`src/rtl/display_pkg.sv`:
```
// Purpose: default constants shared by the display bank and its scan engine.
// Ports: none (package only).
package display_pkg;

  localparam int unsigned DEF_N         = 4;
  localparam int unsigned DEF_W         = 8;
  localparam int unsigned DEF_SCAN_DIV  = 4;
  localparam int unsigned DEF_BLINK_DIV = 16;
  localparam int unsigned DEF_BLANK     = 0;

  // Counter width that still works for a divider of 1.
  function automatic int unsigned cnt_width(input int unsigned div);
    return (div > 1) ? $clog2(div) : 1;
  endfunction

endpackage

```
`src/rtl/display_scan.sv`:
```
// Purpose: multiplexed-display scan engine. Steps the active digit every
//   SCAN_DIV cycles, runs the blink phase, and drives the active digit's value.
// Ports:
//   clk, Reset       clock and synchronous active-high reset
//   disp[N*W]        registered channel values, channel i at [i*W +: W]
//   blink_mask[N]    per-channel blink enable
//   scan_sel[N]      one-hot active-digit select (combinational decode of idx)
//   scan_data[W]     value for the active digit, BLANK during the blink-off phase
module display_scan
  import display_pkg::*;
#(
  parameter int unsigned   N         = DEF_N,
  parameter int unsigned   W         = DEF_W,
  parameter int unsigned   SCAN_DIV  = DEF_SCAN_DIV,
  parameter int unsigned   BLINK_DIV = DEF_BLINK_DIV,
  parameter logic [W-1:0]  BLANK     = W'(DEF_BLANK)
) (
  input  logic           clk,
  input  logic           Reset,
  input  logic [N*W-1:0] disp,
  input  logic [N-1:0]   blink_mask,
  output logic [N-1:0]   scan_sel,
  output logic [W-1:0]   scan_data
);

  localparam int unsigned SCW = cnt_width(SCAN_DIV);
  localparam int unsigned BCW = cnt_width(BLINK_DIV);
  localparam int unsigned IW  = cnt_width(N);

  logic [SCW-1:0] scan_cnt_q, scan_cnt_d;
  logic [BCW-1:0] blink_cnt_q, blink_cnt_d;
  logic [IW-1:0]  idx_q, idx_d;
  logic           blink_phase_q, blink_phase_d;
  logic           scan_wrap_c;
  logic           blink_wrap_c;

  // Next-state for the scan and blink timebases.
  always_comb begin
    scan_cnt_d    = scan_cnt_q;
    idx_d         = idx_q;
    blink_cnt_d   = blink_cnt_q;
    blink_phase_d = blink_phase_q;

    scan_wrap_c  = (scan_cnt_q == SCW'(SCAN_DIV - 1));
    blink_wrap_c = (blink_cnt_q == BCW'(BLINK_DIV - 1));

    if (scan_wrap_c) begin
      scan_cnt_d = '0;
      // With N=1 the compare is always true, so idx stays 0.
      idx_d = (idx_q == IW'(N - 1)) ? '0 : idx_q + IW'(1);
    end else begin
      scan_cnt_d = scan_cnt_q + SCW'(1);
    end

    if (blink_wrap_c) begin
      blink_cnt_d   = '0;
      blink_phase_d = ~blink_phase_q;
    end else begin
      blink_cnt_d = blink_cnt_q + BCW'(1);
    end
  end

  // Timebase registers.
  always_ff @(posedge clk) begin
    if (Reset) begin
      scan_cnt_q    <= '0;
      idx_q         <= '0;
      blink_cnt_q   <= '0;
      blink_phase_q <= 1'b0;
    end else begin
      scan_cnt_q    <= scan_cnt_d;
      idx_q         <= idx_d;
      blink_cnt_q   <= blink_cnt_d;
      blink_phase_q <= blink_phase_d;
    end
  end

  // One-hot decode of idx and blank mux; no added latency.
  always_comb begin
    scan_sel  = '0;
    scan_data = '0;
    for (int i = 0; i < N; i++) begin
      if (idx_q == IW'(i)) begin
        scan_sel[i] = 1'b1;
        scan_data   = (blink_mask[i] && blink_phase_q) ? BLANK : disp[i*W +: W];
      end
    end
  end

endmodule

```
`src/rtl/display_bank.sv`:
```
// Purpose: bank of N display channel registers with edge-detected capture,
//   level-sensitive clear and a scanned multiplexed-display output.
// Ports:
//   clk, Reset       clock and synchronous active-high reset
//   inp[W]           data to capture
//   priem            capture strobe; only its rising edge captures
//   set_mask[N]      channels that capture on a priem rising edge
//   clr_mask[N]      per-channel clear (wins over capture)
//   blink_mask[N]    per-channel blink enable for the scanned output
//   disp[N*W]        registered channel values, channel i at [i*W +: W]
//   loaded[N]        channel holds a captured value
//   scan_sel[N]      one-hot active-digit select
//   scan_data[W]     value driven to the active digit
module display_bank
  import display_pkg::*;
#(
  parameter int unsigned   N         = DEF_N,
  parameter int unsigned   W         = DEF_W,
  parameter int unsigned   SCAN_DIV  = DEF_SCAN_DIV,
  parameter int unsigned   BLINK_DIV = DEF_BLINK_DIV,
  parameter logic [W-1:0]  BLANK     = W'(DEF_BLANK)
) (
  input  logic           clk,
  input  logic           Reset,
  input  logic [W-1:0]   inp,
  input  logic           priem,
  input  logic [N-1:0]   set_mask,
  input  logic [N-1:0]   clr_mask,
  input  logic [N-1:0]   blink_mask,
  output logic [N*W-1:0] disp,
  output logic [N-1:0]   loaded,
  output logic [N-1:0]   scan_sel,
  output logic [W-1:0]   scan_data
);

  logic [N*W-1:0] disp_q, disp_d;
  logic [N-1:0]   loaded_q, loaded_d;
  logic           priem_d_q, priem_d_d;
  logic           rise_c;

  // Edge detect and per-channel capture/clear; clear takes priority.
  always_comb begin
    disp_d    = disp_q;
    loaded_d  = loaded_q;
    priem_d_d = priem;
    rise_c    = priem & ~priem_d_q;
    for (int i = 0; i < N; i++) begin
      if (clr_mask[i]) begin
        disp_d[i*W +: W] = '0;
        loaded_d[i]      = 1'b0;
      end else if (rise_c && set_mask[i]) begin
        disp_d[i*W +: W] = inp;
        loaded_d[i]      = 1'b1;
      end
    end
  end

  // Channel registers; priem_d clears in reset so a high strobe right
  // after reset counts as a rising edge.
  always_ff @(posedge clk) begin
    if (Reset) begin
      disp_q    <= '0;
      loaded_q  <= '0;
      priem_d_q <= 1'b0;
    end else begin
      disp_q    <= disp_d;
      loaded_q  <= loaded_d;
      priem_d_q <= priem_d_d;
    end
  end

  assign disp   = disp_q;
  assign loaded = loaded_q;

  display_scan #(
    .N         (N),
    .W         (W),
    .SCAN_DIV  (SCAN_DIV),
    .BLINK_DIV (BLINK_DIV),
    .BLANK     (BLANK)
  ) u_scan (
    .clk        (clk),
    .Reset      (Reset),
    .disp       (disp_q),
    .blink_mask (blink_mask),
    .scan_sel   (scan_sel),
    .scan_data  (scan_data)
  );

endmodule

```
`config.mk`:
```
export PLATFORM = sky130hd
export DESIGN_NAME = display_bank
export DESIGN_NICKNAME = d
export VERILOG_FILES = /design/src/rtl/display_pkg.sv /design/src/rtl/display_scan.sv /design/src/rtl/display_bank.sv
export SDC_FILE = /design/constraint.sdc
export NUM_CORES = 1
export LEC_CHECK = 0
export CORE_MARGIN = 2
export CORE_UTILIZATION = 25
export DETAILED_ROUTE_END_ITERATION = 7
export PLACE_DENSITY = 0.48
export SLEW_MARGIN = 15
export SYNTH_ARGS = -nofsm -noshare
export SYNTH_HDL_FRONTEND = slang
export SYNTH_SLANG_ARGS = --single-unit
```
`constraint.sdc`:
```
create_clock -name clk -period 2.5 [get_ports clk]
set_clock_uncertainty 0.2 [all_clocks]
set_input_delay 0.375 -clock clk [delete_from_list [all_inputs] [get_ports clk]]
set_output_delay 0.375 -clock clk [all_outputs]
set_load 0.05 [all_outputs]
```
==> results of run 1 <==
area by class of cell:
class	count	area share
inverter	5	0.006010
multi-input combinational	175	0.3329
tap	102	0.04087
timing repair buffer	79	0.2780
sequential	46	0.2965
clock buffer	6	0.02644
clock inverter	2	0.01923
cells by family (layout without fill, tap and decap cells):
| family | count (synthesis) | after routing | share of synthesized area |
|---|---|---|---|
| DFF | 46 | 46 | 0.4614 |
| buffers and inverters | 21 | 92 | 0.04702 |
| muxes | 1 | 1 | 0.005016 |
| xor gates and xnor gates | 2 | 2 | 0.008779 |
| adders and majority gates | 6 | 6 | 0.03762 |
| AOI/OAI and AO/OA | 68 | 68 | 0.2182 |
| and+or+nand+nor | 98 | 98 | 0.2219 |
worst max-delay path, stage by stage (launching register included):
cell and delay, ps:
dfxtp_4 370, inv_2 40, ha_2 190, inv_2 70, a211oi_4 50, buf_12 160
a221o_1 340, a22o_4 270, buf_12 150
flip-flops by register name (all words and copies together) (netlist names):
name / cells
disp: 32
loaded: 4
u_scan.blink_cnt_q: 4
u_scan.idx_q: 2
u_scan.scan_cnt_q: 2
priem_d_q: 1
u_scan.blink_phase_q: 1
layer usage:
layer / global-route usage / vias to the layer above / share of wire
met2: 0.2314 / 80 / 0.44
met1: 0.2104 / 957 / 0.45
met5: 0 / - / 0
met3: 0.04029 / 16 / 0.075
li1: - / 985 / -
met4: 0.06740 / 0 / 0.031
cell usage in the layout, fill, tap and decap left out, types with 3 or more instances in the layout:
cell type	instances
or2_2	4
clkdlybuf4s50_1	60
nor2_1	8
clkbuf_8	6
ha_1	3
inv_1	3
a22o_4	4
nand2_1	45
a21oi_1	47
buf_4	9
buf_12	10
nand3_1	33
a22o_2	4
a221o_1	8
dfxtp_1	44
ha_2	3
worst max path at each step:
| stage | from | to | depth (start not counted) | slack (ps) |
|---|---|---|---|---|
| 2_1_floorplan | u_scan.idx_q[0] | scan_data[0] | 4 | 40 |
| 3_3_place_gp | blink_mask[0] | scan_data[0] | 5 | 90 |
| 3_5_place_dp | blink_mask[0] | scan_data[6] | 5 | 70 |
| 4_1_cts | u_scan.idx_q[1] | scan_data[7] | 6 | 4 |
| 5_1_grt | u_scan.idx_q[0] | scan_data[6] | 8 | -80 |
| 6_report | u_scan.idx_q[0] | scan_data[6] | 8 | -10 |
what timing repair did:
| action | in CTS | in global routing |
|---|---|---|
| setup endpoints to repair | 8 | 8 |
| gates resized for setup | 7 | 7 |
| hold buffers | 0 | 0 |
| pin swaps | 3 | 11 |
| hold endpoints to repair | 0 | 0 |
| setup buffers | 2 | 2 |
where the power goes:
group	internal, mW	switching (mW)	total, mW
sequential	0.754	0.0181	0.773
combinational	0.127	0.172	0.298
clock	0.426	0.254	0.680
total	1.31	0.444	1.75
==> out/metrics.yaml, run 1 <==
post-synth-top-count-cell: "a21oi_1"
timing_worst_slew_pin_value_ps: 554.3
regToRegStartpoint: "priem_d_q"
critical_path.max_fanout: 8
final_core_utilization: 0.4041
gpl.final_weighted_congestion: 0.7327
design.core.area_um2: 7727
power_leakage_nw: 1.093
synthDistinctLibCells: 29
ctsRootBufferMaster: "clkbuf_8"
multi_input_area_um2: 1040
failed_checks: "negative setup slack"
initial_core_util: 0.2583
cellPowerDensity_nw_per_um2: 560.8
worst-endpoint-arrival_ps: 1940
min_delay_worst_endpoint: "u_scan.scan_cnt_q[0]"
worst_hold_class: "reg -> reg"
status: "finished with violations"
synth.largest_area_cell: "dfxtp_1"
vias: 2038
drt_iter0_markers: 126
cap_violations: 0
cts_max_path_buffers: 2
route.detailed.wl_per_inst_um: 15.85
most_used_standard_cells_in_the_synthesized_netlist: "a21oi_1 (47), dfxtp_1 (46), nand2_1 (45)"
layout-area-overhead-vs-synth_pct: 56.49
grt_start_max_net_pins: 18
netlist_instances: 242
port-buffer-count: 70
synth.ff_latch_count: 46
initial_antenna_violation_count: 0
crit_path_start_kind: "flip-flop"
first_global_vias: 2017
worstSetupPathType: "reg -> out"
cts_tree: "done"
route.detailed.drc: 0
hold_ws_ps: 230.5
n_antenna_cell: 0
fp.dieH_um: 93.35
max_slew_headroom: 0.6283
fillers: 787
reg2regPathDepth: 4
seq_area_um2: 925.9
hold_violations: 0
min_from: "u_scan.scan_cnt_q[0]"
floorplan.die_area_um2: 8713
stdcell_count: 415
drt-vias-per-instance: 4.911
final_area_um2: 3123
pre_cts_slack_ps: 72.91
setup_repair_after_global_routing_missed_its_margin: "true"
place.detailed.hpwl_um: 4921
num-nets-final: 341
final.setup.worst_slack_ps: -10.66
synthesis.area_per_instance_um2: 8.247
die_w_um: 93.35
timing.setup.tns_ps: -10.66
crit_required_ps: 1920
post_synth_main_area_contributors: "dfxtp_1 (46%), a21oi_1 (12%), nand2_1 (8.5%)"
endpoint_kind: "output pin"
drt-total-wl_um: 6579
number_of_enable_flip_flop_cells_after_synthesis: 0
route.antenna.remaining_nets: 0
clkTransAtPathRegs_ps: 80
yosys_most_used_dff: "dfxtp_1"
post-place-cells: 404
asyncSetResetFlopFracSynth: 0
ys_warn_count: 0
setup-violations-final: 1
timing_max_transition_violations_final: 0
final_min_period_over_clock_period: 1.004
vdd_drop_max_mv: 0.3025
ioPinCount: 71
power_mw: 1.751
clkLatencyLatePin_ps: 290
htree_levels: 2
mappedNetlistNets: 271
first_pass_iters: 4
global_route_total_usage_across_every_layer: 0.1550
whs_path_depth: 1
period_minus_slack_ps: 2511
core.rowCount: 32
clock_sink_count: 46
maxClockFrequency_mhz: 398.3
place_area_um2: 2892
reg2reg_slack_ps: 1020
yosysTopAreaCellShare: 0.4614
grt-ovfl-total: 0
fraction_of_layout_instances_using_a_drive_strength_above_1: 0.1597
crit-reg2reg-capture: "disp[31]"
netlist_area_um2: 1996
ys_seq_area_frac: 0.4614
numCtsBuffers: 5
grt_pass1_wl_um: 10540
No activity file was read; power rests on OpenSTA's default activity.
==> inputs of run 2 (changes only) <==
--- a/config.mk
+++ b/config.mk
@@ -5,6 +5,7 @@
 export SDC_FILE = /design/constraint.sdc
 export NUM_CORES = 1
 export LEC_CHECK = 0
+export ABC_CLOCK_PERIOD_IN_PS = 2500
 export CORE_MARGIN = 2
 export CORE_UTILIZATION = 25
 export DETAILED_ROUTE_END_ITERATION = 7
==> results of run 2 <==
The final DEF is identical to that of run 1; final timing and power are the same.
